===== src/rtl/mul_unit_pkg.sv =====
// Shared definitions for the execute-stage multiply unit and the ALU decoder.
package mul_unit_pkg;

   // ALUControl encodings produced by the ALU decoder
   localparam logic [3:0] ALU_ADD   = 4'b0000;
   localparam logic [3:0] ALU_SUB   = 4'b0001;
   localparam logic [3:0] ALU_AND   = 4'b0010;
   localparam logic [3:0] ALU_ORR   = 4'b0011;
   localparam logic [3:0] ALU_MUL   = 4'b0100;
   localparam logic [3:0] ALU_MOV   = 4'b0101;
   localparam logic [3:0] ALU_UMULL = 4'b0110;
   localparam logic [3:0] ALU_DIV   = 4'b0111;
   localparam logic [3:0] ALU_SMULL = 4'b1000;

   typedef enum logic [1:0] {
      S_IDLE = 2'd0,
      S_RUN  = 2'd1,
      S_FIN  = 2'd2
   } mul_state_e;

   // True for the ALUControl codes this unit executes
   function automatic logic is_mul_op(input logic [3:0] op);
      return (op == ALU_MUL) || (op == ALU_UMULL) || (op == ALU_SMULL);
   endfunction

endpackage


===== src/rtl/mul_shift_add_step.sv =====
// One iteration of the shift-add multiplier: conditional add into the upper
// accumulator half, then shift the {carry, acc} register right by one.
module mul_shift_add_step #(
   parameter int unsigned WIDTH = 32
) (
   input  logic                 i_carry,
   input  logic [2*WIDTH-1:0]   i_acc,
   input  logic [WIDTH-1:0]     i_mcand,
   output logic                 o_carry,
   output logic [2*WIDTH-1:0]   o_acc
);

   logic [WIDTH:0]   w_sum;
   logic [2*WIDTH:0] w_full;

   // Add multiplicand when the multiplier LSB is set, then shift right
   always_comb begin
      w_sum = {i_carry, i_acc[2*WIDTH-1:WIDTH]};
      if (i_acc[0]) begin
         w_sum = {i_carry, i_acc[2*WIDTH-1:WIDTH]} + {1'b0, i_mcand};
      end
      w_full  = {w_sum, i_acc[WIDTH-1:0]};
      o_carry = 1'b0;
      o_acc   = w_full[2*WIDTH:1];
   end

endmodule


===== src/rtl/mul_unit.sv =====
// Iterative multicycle multiplier for MUL, UMULL and SMULL.
// SMULL runs on magnitudes and negates the final product when signs differ.
module mul_unit
   import mul_unit_pkg::*;
#(
   parameter int unsigned WIDTH = 32
) (
   input  logic             clk,
   input  logic             reset,
   input  logic             start,
   input  logic [3:0]       op,
   input  logic [WIDTH-1:0] a,
   input  logic [WIDTH-1:0] b,
   input  logic             flush,
   output logic             busy,
   output logic             done,
   output logic             illegal,
   output logic [WIDTH-1:0] result_lo,
   output logic [WIDTH-1:0] result_hi,
   output logic             flag_n,
   output logic             flag_z
);

   localparam int unsigned PW = 2 * WIDTH;
   localparam int unsigned CW = $clog2(WIDTH + 1);

   mul_state_e       r_state, w_state_nxt;
   logic [CW-1:0]    r_cnt;
   logic [3:0]       r_op;
   logic [WIDTH-1:0] r_mcand;
   logic [PW-1:0]    r_acc;
   logic             r_carry;
   logic             r_neg;
   logic             r_ill_pend;
   logic             r_done, r_illegal, r_n, r_z;
   logic [WIDTH-1:0] r_lo, r_hi;

   logic             w_legal, w_accept;
   logic [WIDTH-1:0] w_abs_a, w_abs_b;
   logic             w_carry_nxt;
   logic [PW-1:0]    w_acc_nxt;
   logic [PW-1:0]    w_prod;
   logic [WIDTH-1:0] w_lo, w_hi;
   logic             w_n, w_z;

   assign w_legal  = is_mul_op(op);
   assign w_accept = (r_state == S_IDLE) && start && !flush;
   assign w_abs_a  = a[WIDTH-1] ? (~a + WIDTH'(1)) : a;
   assign w_abs_b  = b[WIDTH-1] ? (~b + WIDTH'(1)) : b;

   mul_shift_add_step #(.WIDTH(WIDTH)) u_step (
      .i_carry (r_carry),
      .i_acc   (r_acc),
      .i_mcand (r_mcand),
      .o_carry (w_carry_nxt),
      .o_acc   (w_acc_nxt)
   );

   // Final product sign fix-up and result/flag formatting per operation
   always_comb begin
      w_prod = r_neg ? (~r_acc + PW'(1)) : r_acc;
      w_lo   = w_prod[WIDTH-1:0];
      w_hi   = w_prod[PW-1:WIDTH];
      w_n    = w_prod[PW-1];
      w_z    = (w_prod == '0);
      if (r_op == ALU_MUL) begin
         w_hi = '0;
         w_n  = w_prod[WIDTH-1];
         w_z  = (w_prod[WIDTH-1:0] == '0);
      end
   end

   // Next-state logic; flush wins over start and over FIN completion
   always_comb begin
      w_state_nxt = r_state;
      case (r_state)
         S_IDLE: if (w_accept) w_state_nxt = w_legal ? S_RUN : S_FIN;
         S_RUN: begin
            if (flush)                  w_state_nxt = S_IDLE;
            else if (r_cnt == CW'(1))   w_state_nxt = S_FIN;
         end
         S_FIN:   w_state_nxt = S_IDLE;
         default: w_state_nxt = S_IDLE;
      endcase
   end

   // State register
   always_ff @(posedge clk or negedge reset) begin
      if (!reset) r_state <= S_IDLE;
      else        r_state <= w_state_nxt;
   end

   // Operand capture, iteration datapath and registered results
   always_ff @(posedge clk or negedge reset) begin
      if (!reset) begin
         r_cnt      <= '0;
         r_op       <= '0;
         r_mcand    <= '0;
         r_acc      <= '0;
         r_carry    <= 1'b0;
         r_neg      <= 1'b0;
         r_ill_pend <= 1'b0;
         r_done     <= 1'b0;
         r_illegal  <= 1'b0;
         r_lo       <= '0;
         r_hi       <= '0;
         r_n        <= 1'b0;
         r_z        <= 1'b0;
      end else begin
         r_done    <= 1'b0;
         r_illegal <= 1'b0;
         case (r_state)
            S_IDLE: begin
               if (w_accept) begin
                  r_op    <= op;
                  r_carry <= 1'b0;
                  if (!w_legal) begin
                     r_mcand    <= '0;
                     r_acc      <= '0;
                     r_neg      <= 1'b0;
                     r_cnt      <= '0;
                     r_ill_pend <= 1'b1;
                  end else begin
                     r_ill_pend <= 1'b0;
                     r_cnt      <= CW'(WIDTH);
                     if (op == ALU_SMULL) begin
                        r_mcand <= w_abs_a;
                        r_acc   <= {{WIDTH{1'b0}}, w_abs_b};
                        r_neg   <= a[WIDTH-1] ^ b[WIDTH-1];
                     end else begin
                        r_mcand <= a;
                        r_acc   <= {{WIDTH{1'b0}}, b};
                        r_neg   <= 1'b0;
                     end
                  end
               end
            end
            S_RUN: begin
               if (!flush) begin
                  r_acc   <= w_acc_nxt;
                  r_carry <= w_carry_nxt;
                  r_cnt   <= r_cnt - CW'(1);
               end
            end
            S_FIN: begin
               if (!flush) begin
                  r_lo      <= w_lo;
                  r_hi      <= w_hi;
                  r_n       <= w_n;
                  r_z       <= w_z;
                  r_done    <= 1'b1;
                  r_illegal <= r_ill_pend;
               end
            end
            default: ;
         endcase
      end
   end

   assign busy      = (r_state != S_IDLE);
   assign done      = r_done;
   assign illegal   = r_illegal;
   assign result_lo = r_lo;
   assign result_hi = r_hi;
   assign flag_n    = r_n;
   assign flag_z    = r_z;

endmodule


===== config.mk =====
export PLATFORM = sky130hd
export DESIGN_NAME = mul_unit
export DESIGN_NICKNAME = d
export VERILOG_FILES = /design/src/rtl/mul_unit_pkg.sv /design/src/rtl/mul_shift_add_step.sv /design/src/rtl/mul_unit.sv
export SDC_FILE = /design/constraint.sdc
export NUM_CORES = 1
export LEC_CHECK = 0
export ABC_AREA = 1
export CORE_ASPECT_RATIO = 2
export CORE_UTILIZATION = 55
export CTS_CLUSTER_SIZE = 10
export DETAILED_ROUTE_END_ITERATION = 8
export GPL_TIMING_DRIVEN = 0
export PLACE_DENSITY = 0.78
export SYNTH_ARGS = -nofsm -noshare
export SYNTH_HDL_FRONTEND = slang
export SYNTH_HIERARCHICAL = 1
export SYNTH_SLANG_ARGS = --single-unit

===== constraint.sdc =====
create_clock -name clk -period 2.35 [get_ports clk]
set_input_delay 0.705 -clock clk [delete_from_list [all_inputs] [get_ports clk]]
set_output_delay 0.705 -clock clk [all_outputs]
set_load 0.1 [all_outputs]

==> reports/results.ini <==
[run_status]
outcome = complete, but fails checks
failed_checks = setup timing

[timing]
whs_ns = 0.2004
tns_ns = -0.2210
timing.slew.headroom_pct = 37.13
min_period_ns = 2.479
hold_violations = 0
fmax_ghz = 0.4034
clock_skew_ns = 0.01146
rsz0062_at_grt = yes
setup_slack_ns = -0.1292
finalSetupViolations = 5
period_share_pct = 105.5
finalMaxSlewViolations = 0
worst_pin_slew_ns = 0.9467

[floorplan]
die_height_um = 226.3
design.core.area_um2 = 24530
chipWidth_um = 114.2
die-area_um2 = 25830
io_pins = 141
num_rows = 81
start_util_pct = 56.41

[worst_setup_path]
worstPathCellList = inv_4, ha_4, nand2_2, nor2_2, nand3_2, o21ai_4, buf_6, buf_6, nand3_2, nand2_2, nand2_2, nor2_1, nand2_1, nor2_1, nand2_1, o21bai_1, nand2_1, nand2_1
end_kind = register
worst_ep_arrival_time_ns = 2.89
start_kind = register
worst-setup-path-type = register to register
cp_max_fo = 4
crit_required_ns = 2.76
worst_path_largest_cell_delay_ns = 0.42
crit_top_cell = nand2_1
cpMaxStageDelayCell = dfrtp_1

[detailed_routing]
vias = 15222
final_antenna_net_count = 0
viasPerCell = 5.729
drc_errors = 0
routed_wl_mm = 54.92
wl_per_cell_um = 20.67
drtPass1Iterations = 6
drtIter0Drc = 1123

[logic_synthesis]
netlist_instances = 2099
syn_area_per_cell_um2 = 6.592
ys_ff_latch = 179
yosys_warnings = 6
synth_cell_type_count = 51
netlist_area_um2 = 13840
syn_nets = 2209
ys_seq_area_share_pct = 32.37

[finish]
area_growth_pct = 26.34
final_common_cell = nand2_1
drive_above_1_share_pct = 17.60
layout.nets = 2421
mostFrequentLayoutCells = nand2_1, inv_1, nor2_1
stdcell_area_um2 = 17480

[clock_network]
clkTransAtPathRegs_ns = 0.08
clockBufferDepth = 2
clk_latency_ns = 0.47
cts_max_level = 4
root_buffer = clkbuf_16
cts_made_buffers = 17
cts_tree = built
cts_sinks = 179

[place]
port_buffers = 140
place_area_um2 = 15700
place.gp.congestion = 1.004
place_hpwl_mm = 42.59

[power]
p_leak_nw = 8.856
ir_drop_mv = 0.5356
power_density_nw_per_um2 = 1035

[global_routing]
grt_pass1_wl_mm = 80.99
grt_max_degree = 91
grt_pass1_vias = 15233
antenna_found_initial = 1
overflow = 0
grt.total_usage_pct = 42.90

[job]
cap_violations = 0

[worst_hold_path]
hp-class = input pin to asynchronous set/reset pin

## final cells by class
| type | count | area [µm²] |
|---|---|---|
| Clock inverter | 15 | 163.9 |
| Multi-Input combinational cell | 1591 | 8589 |
| Tap cell | 332 | 415.4 |
| Buffer | 90 | 528.0 |
| Timing Repair Buffer | 193 | 1959 |
| Inverter | 239 | 907.1 |
| Antenna cell | 1 | 2.502 |
| Clock buffer | 17 | 425.4 |
| Fill cell | 2083 | 7046 |
| Sequential cell | 179 | 4489 |
## sequential cells by signal, summed over array words and instances (netlist names)
name / flops
flag_n: 1
r_acc: 64
done: 1
result_lo: 32
r_neg: 1
result_hi: 32
flag_z: 1
r_ill_pend: 1
r_mcand: 32
r_state: 2
illegal: 1
r_op: 4
r_cnt: 6
r_carry: 1
## metal layers
layer	global-route usage [%]	wire length, µm
met1	34.98	16230
met5	0	0
met4	45.79	6608
met3	8.581	3025
met2	79.78	29060
## repair_timing
item / CTS / global route
setup endpoints to repair: 240 / 147
hold buffers: 0 / 0
gates resized for setup: 283 / 153
setup buffers: 20 / 30
cloned: 0 / 1
hold endpoints to repair: 0 / 0
pin swaps: 34 / 47
## cells by family (layout without fill, tap and decap cells)
kind of cell	count (synthesis)	in the layout	share of synthesized area [%]
AO/OA/AOI/OAI	290	290	12.77
other	1	2	0.02710
XOR/XNOR	95	95	6.014
adder cells (fa/ha/maj)	38	38	3.491
buffers and inverters	329	554	9.993
flip-flops	179	179	32.37
AND/OR/NAND/NOR	1167	1167	35.33
## Yosys cell counts (all sizes together)
cell type / n / area share, %
a21o: 1 / 0.054
buf: 53 / 2.5
nor2: 261 / 7.7
and2: 2 / 0.090
o21ai: 122 / 4.7
a22oi: 19 / 1.0
o21a: 2 / 0.11
o22ai: 1 / 0.045
a211oi: 1 / 0.054
nor3b: 2 / 0.11
a22o: 50 / 3.2
clkinv: 2 / 0.054
conb: 1 / 0.027
xnor2: 41 / 2.6
nor4: 8 / 0.58
nand2: 723 / 20
o211ai: 2 / 0.11
ha: 37 / 3.3
a31oi: 4 / 0.18
dfrtp: 179 / 32
and3: 1 / 0.045
o31ai: 3 / 0.16
inv: 237 / 6.4
o41ai: 1 / 0.063
nor3: 24 / 1.0
a21oi: 80 / 2.9
nand3b: 10 / 0.54
o21bai: 4 / 0.22
nand3: 113 / 4.3
or2: 3 / 0.14
xor2: 54 / 3.4
fa: 1 / 0.14
clkbuf: 37 / 1.0
nand4: 20 / 0.90
## final timing paths
| check | startpoint | end | slack, ns | cells past startpoint |
|---|---|---|---|---|
| min in group clk | result_lo[18] | result_lo[18] | 0.48 | 2 |
| hold reg to reg | result_lo[18] | result_lo[18] | 0.48 | 2 |
| hold / removal | reset | r_acc[2] | 0.20 | 1 |
| setup / recovery | r_acc[1] | flag_z | -0.13 | 18 |
| setup reg to reg | r_acc[1] | flag_z | -0.13 | 18 |
| max in group asynchronous | reset | r_mcand[27] | 1.25 | 2 |
## through the flow
stage / utilization, % / power [mW] / instances / setup slack [ns]
global placement: 63.82 / 14.55 / 2571 / -6.596
global route: 71.26 / 18.80 / 2656 / -0.2465
floorplan: - / 11.69 / 2099 / 0.08860
finish: 71.27 / 18.09 / 2657 / -0.1292
detailed placement: 64.01 / 14.73 / 2573 / -1.127
CTS: 68.24 / 17.53 / 2625 / -0.2957
## power breakdown
group          switching (mW)  leakage [nW]  internal (mW)
logic                    7.42          6.24           2.71
clock network            1.45         0.282           1.42
registers                1.07          2.34           4.01
total                    9.95          8.86           8.14
## worst max-delay path, delay by kind of cell (launching register included)
kind	cells	cell delay, ns
flip-flops	1	0.42
adder cells (fa/ha/maj)	1	0.21
AND/OR/NAND/NOR	12	0.93
AO/OA/AOI/OAI	2	0.41
buffers and inverters	3	0.43
Note: power is estimated with default switching activity, not from simulation.
